File: config.mk
export PLATFORM = sky130hd
export DESIGN_NAME = seq_detect_prog
export DESIGN_NICKNAME = d
export VERILOG_FILES = /design/src/rtl/seq_detect_prog.sv
export SDC_FILE = /design/constraint.sdc
export NUM_CORES = 1
export LEC_CHECK = 0
export ABC_AREA = 1
export CORE_ASPECT_RATIO = 0.6
export CORE_MARGIN = 5
export CORE_UTILIZATION = 52
export DETAILED_ROUTE_END_ITERATION = 10
export GPL_TIMING_DRIVEN = 0
export PLACE_DENSITY = 0.85
export SYNTH_ARGS = -nofsm -noshare
export SYNTH_HDL_FRONTEND = slang
export SYNTH_SLANG_ARGS = --single-unit
File: constraint.sdc
create_clock -name clk -period 2.77 [get_ports clk]
set_input_delay 0.554 -clock clk [delete_from_list [all_inputs] [get_ports clk]]
set_output_delay 0.554 -clock clk [all_outputs]
set_load 0.005 [all_outputs]
File: src/rtl/seq_detect_prog.sv
// ---------------------------------------------------------------------------
// seq_detect_prog
//   Programmable serial bit-sequence detector. A runtime-loaded pattern of
//   1..MAX_LEN bits is compared against a qualified serial input stream.
//   Overlapping and non-overlapping match modes are supported, and a
//   saturating counter tracks the number of matches.
//
// Parameters
//   MAX_LEN  maximum pattern length in bits (>= 2)
//   CNT_W    hit counter width
//   DEF_PAT  pattern after reset (low DEF_LEN bits significant)
//   DEF_LEN  pattern length after reset
//   LW       width of length fields (derived)
//
// Ports
//   clk      rising-edge clock
//   rst_n    synchronous active-low reset
//   x        serial data bit
//   x_valid  x is sampled only while high
//   overlap  1 = overlapping matches, 0 = non-overlapping
//   load     latch pat_in/len_in and restart detection
//   pat_in   new pattern; bit len-1 is received first, bit 0 last
//   len_in   new pattern length (0 disables, > MAX_LEN clamps)
//   clr_cnt  clear hit counter
//   y        registered match pulse
//   hit_cnt  saturating match count
// ---------------------------------------------------------------------------
module seq_detect_prog #(
  parameter int                 MAX_LEN = 8,
  parameter int                 CNT_W   = 8,
  parameter logic [MAX_LEN-1:0] DEF_PAT = MAX_LEN'(8'b0000_1011),
  parameter int                 DEF_LEN = 4,
  localparam int                LW      = $clog2(MAX_LEN + 1)
) (
  input  logic               clk,
  input  logic               rst_n,
  input  logic               x,
  input  logic               x_valid,
  input  logic               overlap,
  input  logic               load,
  input  logic [MAX_LEN-1:0] pat_in,
  input  logic [LW-1:0]      len_in,
  input  logic               clr_cnt,
  output logic               y,
  output logic [CNT_W-1:0]   hit_cnt
);

  // Pattern / length configuration
  logic [MAX_LEN-1:0] r_pat;
  logic [LW-1:0]      r_len;

  // History of received bits (r_sh[0] = newest) and number of valid bits
  logic [MAX_LEN-1:0] r_sh;
  logic [LW-1:0]      r_fill;

  // Outputs
  logic               r_y;
  logic [CNT_W-1:0]   r_hit_cnt;

  // Next-sample values
  logic [MAX_LEN-1:0] w_nsh;
  logic [LW-1:0]      w_nfill;
  logic [LW-1:0]      w_len_clamped;
  logic               w_eq;
  logic               w_match;
  logic               w_hit;

  assign w_nsh   = {r_sh[MAX_LEN-2:0], x};
  assign w_nfill = (r_fill == LW'(MAX_LEN)) ? r_fill : r_fill + 1'b1;

  assign w_len_clamped = (len_in > LW'(MAX_LEN)) ? LW'(MAX_LEN) : len_in;

  // Compare only the low r_len bits of the history against the pattern.
  always_comb begin
    w_eq = 1'b1;
    for (int unsigned i = 0; i < MAX_LEN; i++) begin
      if ((i < 32'(r_len)) && (w_nsh[i] != r_pat[i])) begin
        w_eq = 1'b0;
      end
    end
  end

  // Requiring enough fresh bits prevents stale zeros left by reset/load
  // (or consumed bits in non-overlapping mode) from completing a match.
  assign w_match = (r_len != '0) && (w_nfill >= r_len) && w_eq;
  assign w_hit   = !load && x_valid && w_match;

  always_ff @(posedge clk) begin
    if (!rst_n) begin
      r_pat     <= DEF_PAT;
      r_len     <= LW'(DEF_LEN);
      r_sh      <= '0;
      r_fill    <= '0;
      r_y       <= 1'b0;
      r_hit_cnt <= '0;
    end else begin
      if (load) begin
        r_pat  <= pat_in;
        r_len  <= w_len_clamped;
        r_sh   <= '0;
        r_fill <= '0;
        r_y    <= 1'b0;
      end else if (x_valid) begin
        r_sh   <= w_nsh;
        r_y    <= w_match;
        // Non-overlapping mode consumes the completing bits.
        r_fill <= (w_match && !overlap) ? '0 : w_nfill;
      end else begin
        r_y <= 1'b0;
      end

      // A clear coinciding with a match keeps that match counted.
      if (clr_cnt) begin
        r_hit_cnt <= w_hit ? CNT_W'(1) : '0;
      end else if (w_hit && (r_hit_cnt != '1)) begin
        r_hit_cnt <= r_hit_cnt + 1'b1;
      end
    end
  end

  assign y       = r_y;
  assign hit_cnt = r_hit_cnt;

endmodule

==> impl_metrics.py, run 1 <==
metrics = {
    "clock_network": {
        "cts_root_buffer": "clkbuf_8",
        "cts.repair.resized": 0,
        "clkTransAtPathRegs_ps": 70,
        "htreeDepth": 2,
        "clk_path_buf_depth": 2,
        "cts_tree": "done",
        "clock_latency_ps": 280,
        "numCtsBuffers": 5,
        "ctsHoldBuffers": 0,
        "cts_sinks": 32,
        "cts_setup_buffers": 0,
    },
    "drt": {
        "wl_um": 4027,
        "firstDrtPassIters": 4,
        "drtAntennaViolNets": 0,
        "drc": 0,
        "via_count": 1680,
        "wl_per_cell_um": 12.06,
        "vias_per_cell": 5.030,
        "drtIter0Drc": 143,
    },
    "power_and_ir_drop": {
        "comb_power_share_pct": 14.0,
        "clockPowerShare_pct": 42.8,
        "p_int_mw": 0.8682,
        "power.density_nw_per_um2": 521.2,
        "p_sw_mw": 0.2814,
        "switching_share_pct": 24.48,
        "power_frac_seq_pct": 43.3,
        "p_leak_nw": 1.025,
        "ir_worst_vdd_v": 0.0002221,
    },
    "grt": {
        "grt_pass1_vias": 1440,
        "grt_start_max_net_pins": 11,
        "top_usage_layer": "met2",
        "antenna_found_initial": 0,
        "grt_pass1_wl_um": 6582,
        "grtUsageMet3_pct": 5.178,
        "grt_usage_pct": 18.14,
        "gr-total-overflow": 0,
        "grtUsageMet2_pct": 26.42,
        "grtUsageMet1_pct": 25.80,
    },
    "layout": {
        "layout_commonest_cell": "nand2_1",
        "area_delta_synth_final_pct": 25.12,
        "num_antenna_cells": 0,
        "mostFrequentLayoutCells": "nand2_1 (55), inv_1 (38), dfxtp_1 (32)",
        "nNetsFinal": 314,
        "instances_no_fill": 334,
        "layout-drive-gt1-share_pct": 8.997,
    },
    "sta": {
        "timing.fmax_mhz": 457.4,
        "hold_viol_final": 0,
        "slew_headroom_pct": 66.90,
        "rsz0062_at_grt": "no",
        "fin_skew_ps": 4.595,
        "finalCritPeriodShare_pct": 78.92,
        "min_period_ps": 2186,
        "maxSlewViolCount": 0,
        "tns_ps": 0,
        "final-setup-viol-count": 0,
        "worst_pin_slew_ps": 494.6,
    },
    "worst_setup_path": {
        "crit_slowest_cell": "dfxtp_1",
        "crit_chain": "inv_1 -> ha_1 -> ha_1 -> inv_1 -> o21bai_1 -> nand3_1 -> nand3_1 -> nand3_1 -> nor2_1 -> nand3_1 -> nand2_1 -> nor2_1",
        "crit_path_max_incr_delay_ps": 420,
        "setup.worst_path.class": "reg -> reg",
        "cp-start-kind": "flop",
        "critPathRequiredTime_ps": 2950,
        "crit_top_cell": "nand3_1",
        "critPathArrivalTime_ps": 2370,
        "critPathMaxFanout": 5,
        "cp-end-kind": "flop",
    },
    "die": {
        "die_w_um": 85.17,
        "dieArea_um2": 4693,
        "num_rows": 16,
        "ioPinCount": 28,
        "initial_core_util_pct": 54.03,
        "die_h_um": 55.10,
        "core_area_um2": 3263,
    },
    "placed_design": {
        "hpwl_um": 3096,
        "port_buffers": 26,
        "dp_cells": 326,
        "routabilityCongestion": 0.8874,
    },
    "job": {
        "cap_violations": 0,
    },
    "run_status": {
        "outcome": "completed",
    },
    "yosys": {
        "ys_seq_area_share_pct": 36.34,
        "synth_nets": 281,
        "ys_ff_latch": 32,
        "syn_area_per_cell_um2": 6.913,
        "postSynthCellCount": 255,
        "yosysWarnings": 0,
        "synth_cell_types": 30,
        "synth_area_um2": 1763,
    },
    "min_path": {
        "hold_path_class": "reg -> reg",
    },
}
## sequential cells by signal, summed over array words and instances, names as in the netlist
register  flops
hit_cnt       8
r_len         4
r_fill        4
y             1
r_pat         8
r_sh          7
## per-stage QoR
stage	worst slack (ps)	utilization (%)	power (mW)	area (um^2)	hold WS (ps)
6_report	583.8	67.60	1.150	2206	473.2
5_1_grt	400.9	67.60	1.198	2206	501.1
4_1_cts	616.2	67.60	1.156	2206	478.0
3_5_place_dp	594.5	63.73	0.6656	2079	467.2
3_3_place_gp	572.4	63.73	0.6626	2079	462.1
2_1_floorplan	873.4	-	0.6048	1763	443.5
## final timing paths
kind / to / cells after the start / start / slack [ps]
min: r_pat[2] / 2 / r_pat[2] / 470
max reg2reg: hit_cnt[3] / 12 / r_fill[0] / 580
max: hit_cnt[3] / 12 / r_fill[0] / 580
min reg2reg: r_pat[2] / 2 / r_pat[2] / 470
## cell type report
class,count,area [um^2]
Tap cell,45,56.30
Clock buffer,7,96.34
Sequential cell,32,640.6
Inverter,41,153.9
Clock inverter,1,30.03
Fill cell,286,1057
Timing Repair Buffer,26,260.3
Buffer,5,23.77
Multi-Input combinational cell,177,944.7
## Yosys cell counts
cell type  instances  area (um^2)
nor2_2             3        18.77
ha_1               7        87.58
nand4_4            1        21.27
nand3b_1           3        22.52
o21ai_1            1        5.000
nand3_1           27        135.1
o21ai_2            1        8.760
buf_4              1        7.510
o21ai_0           18        90.09
nand2_1           55        206.5
a32o_1             1        10.01
o21bai_1           1        7.510
a211oi_1           1        7.510
or2_0              1        6.260
nand2_2            3        18.77
xor2_1             4        35.03
o211ai_1           1        7.510
inv_2              3        11.26
nand3_2            1        10.01
buf_2              1        5.000
xnor2_1            2        17.52
dfxtp_1           32        640.6
inv_1             38        142.6
nand4_1            1        6.260
nor2_4             2        22.52
a21oi_1           20        100.1
nand2_4            1        11.26
clkbuf_1           3        11.26
nor2_1            21        78.83
nor3_2             1        10.01
## worst max-delay path: cells and delay by family (launching register included)
family | cells | cell delay (ps)
and+or+nand+nor | 7 | 790
adders and majority gates | 2 | 660
DFF | 1 | 420
buffers and inverters | 2 | 120
AOI/OAI and AO/OA | 1 | 110
## power groups by stage
| stage | Sequential (mW) | Combinational (mW) | Clock (mW) |
|---|---|---|---|
| floorplan | 0.504 | 0.100 | 0 |
| global placement | 0.507 | 0.156 | 0 |
| detailed placement | 0.507 | 0.158 | 0 |
| CTS | 0.497 | 0.159 | 0.499 |
| global route | 0.500 | 0.180 | 0.518 |
| finish | 0.497 | 0.161 | 0.492 |
## per-layer routing
layer	part of all wire, %	wire [um]	vias to the layer above
met4	1.0	42	0
met1	53	2139	734
met5	0	0	-
li1	-	-	883
met3	7.7	312	6
met2	38	1532	57
## cells by family (layout without fill, tap and decap cells)
family / Yosys count / in the layout / share of synthesized area (%)
AOI/OAI and AO/OA: 44 / 44 / 13.41
xor gates and xnor gates: 6 / 6 / 2.981
adders and majority gates: 7 / 7 / 4.968
buffers and inverters: 46 / 80 / 10.08
DFF: 32 / 32 / 36.34
and+or+nand+nor: 120 / 120 / 32.22
Note: power is estimated with default switching activity, not from simulation.
==> run 2: changes to the inputs <==
Settings changed: CORE_UTILIZATION 52 to 48, PLACE_DENSITY 0.85 to 0.83.
Clock period 2.77 ns to 1.97 ns, I/O delays scaled along.
==> impl_metrics.py, run 2 (synthesis gave the netlist of run 1 again) <==
metrics = {
    "run_status": {
        "outcome": "finished, violations left",
        "violations": "setup timing",
    },
    "worst_setup_path": {
        "ff2ff_path_depth": 14,
        "setup.worst_path.class": "reg -> reg",
        "critPathRequiredTime_ps": 2150,
        "rr_startpoint": "r_fill[0]",
        "timing.rr.end": "hit_cnt[3]",
        "cp-start-kind": "flop",
        "crit_slowest_cell": "dfxtp_4",
        "critPathMaxFanout": 4,
        "crit_chain": "inv_4 -> ha_4 -> nand2_4 -> nor2_4 -> xor2_2 -> ha_4 -> o21bai_1 -> nand3_1 -> nand3_4 -> nand3_4 -> nor2_4 -> nand3_1 -> nand2_1 -> nor2_1",
        "critPathArrivalTime_ps": 2220,
        "reg2reg_slack_ps": -70,
        "crit_path_max_incr_delay_ps": 370,
        "cp-end-kind": "flop",
    },
    "sta": {
        "maxSlewViolCount": 0,
        "rsz0062_at_grt": "yes",
        "worst_pin_slew_ps": 541.8,
        "min_period_ps": 2037,
        "setup_slack_ps": -66.77,
        "holdWs_ps": 373.4,
        "hold_viol_final": 0,
        "fin_skew_ps": 5.905,
        "timing.fmax_mhz": 491.0,
        "finalCritPeriodShare_pct": 103.4,
        "final-setup-viol-count": 4,
        "slew_headroom_pct": 63.75,
    },
    "layout": {
        "layout-drive-gt1-share_pct": 18.09,
        "instances_no_fill": 340,
        "nNetsFinal": 318,
        "area_delta_synth_final_pct": 33.57,
        "layout_commonest_cell": "nand2_1",
        "mostFrequentLayoutCells": "nand2_1 (50), inv_1 (36), dfxtp_1 (30)",
        "num_antenna_cells": 0,
        "stdcell_area_um2": 2355,
    },
    "grt": {
        "grt_pass1_vias": 1545,
        "antenna_found_initial": 0,
        "gr-total-overflow": 0,
        "grt_pass1_wl_um": 7051,
        "grt_start_max_net_pins": 11,
        "grt_usage_pct": 17.97,
    },
    "min_path": {
        "min_to": "r_pat[1]",
        "hold-path-cell-count": 2,
        "hold_path_class": "in -> reg",
        "worstHoldStart": "rst_n",
    },
    "die": {
        "die_h_um": 56.95,
        "die_w_um": 88.24,
        "core_area_um2": 3595,
        "initial_core_util_pct": 49.04,
        "ioPinCount": 28,
        "dieArea_um2": 5025,
        "num_rows": 17,
    },
    "placed_design": {
        "placed_cell_area_um2": 2082,
        "port_buffers": 26,
        "dp_slack_ps": -177.4,
        "dp_cells": 328,
        "routabilityCongestion": 0.8364,
        "hpwl_um": 3198,
    },
    "clock_network": {
        "ctsHoldBuffers": 0,
        "clkTransAtPathRegs_ps": 70,
        "cts_root_buffer": "clkbuf_8",
        "numCtsBuffers": 5,
        "htreeDepth": 2,
        "clock_latency_ps": 280,
        "cts_tree": "done",
        "clk_path_buf_depth": 2,
        "cts_sinks": 32,
    },
    "drt": {
        "via_count": 1766,
        "vias_per_cell": 5.194,
        "drtAntennaViolNets": 0,
        "firstDrtPassIters": 4,
        "drtIter0Drc": 153,
        "drc": 0,
        "wl_per_cell_um": 13.75,
        "wl_um": 4675,
    },
    "power_and_ir_drop": {
        "ir_worst_vdd_v": 0.0003180,
        "p_leak_nw": 1.047,
        "p_total_mw": 1.478,
        "power.density_nw_per_um2": 627.5,
    },
    "job": {
        "cap_violations": 0,
    },
}
-- run 2: cell types whose count changed in the layout (fill, tap and decap cells not counted), sizes merged --
cell,delta
bufinv,-1
clkbuf,+1
buf,+4
-- run 2: power breakdown --
part | internal, mW | switching [mW] | total [mW]
combinational | 0.109 | 0.148 | 0.257
sequential | 0.675 | 0.0253 | 0.700
clock | 0.285 | 0.236 | 0.520
total | 1.07 | 0.409 | 1.48
-- run 2: per-layer routing --
layer	track usage [%]	share of wire [%]
met4	6.034	1.4
met3	5.051	8.6
met2	24.07	43
met5	0	0
met1	27.22	47
-- run 2: repair_timing --
item | in CTS | in global routing
setup endpoints to repair | 12 | 13
resized for setup | 11 | 23
cloned | 0 | 0
pin swaps | 8 | 14
hold endpoints to repair | 0 | 0
buffers inserted | 2 | 2
-- run 2: stage by stage --
stage	utilization, %	setup TNS [ps]
floorplan	-	0
global placement	57.92	-1049
detailed placement	57.92	-1595
CTS	61.99	0
global route	65.51	-1136
finish	65.51	-106.8
-- run 2: worst max-delay path by stage --
stage | end | from | depth (start not counted)
floorplan | hit_cnt[3] | r_fill[0] | 14
global placement | hit_cnt[3] | r_fill[0] | 12
detailed placement | hit_cnt[7] | r_fill[0] | 11
CTS | hit_cnt[7] | r_fill[0] | 13
global route | hit_cnt[7] | r_fill[0] | 13
finish | hit_cnt[3] | r_fill[0] | 14
-- run 2: cell type report --
cell class | count | area [um^2]
Fill cell | 299 | 1240
Sequential cell | 32 | 645.6
Inverter | 41 | 156.4
Tap cell | 47 | 58.81
Buffer | 5 | 25.02
Timing Repair Buffer | 30 | 302.8
Clock buffer | 8 | 90.09
Multi-Input combinational cell | 177 | 1076
-- run 2: worst max-delay path, delay by kind of cell (launching register included) --
kind | cells | cell delay [ps]
simple gates | 9 | 910
flops | 1 | 370
compound gates | 1 | 160
fa+ha+maj | 2 | 310
xor+xnor | 1 | 160
buf+inv | 1 | 40
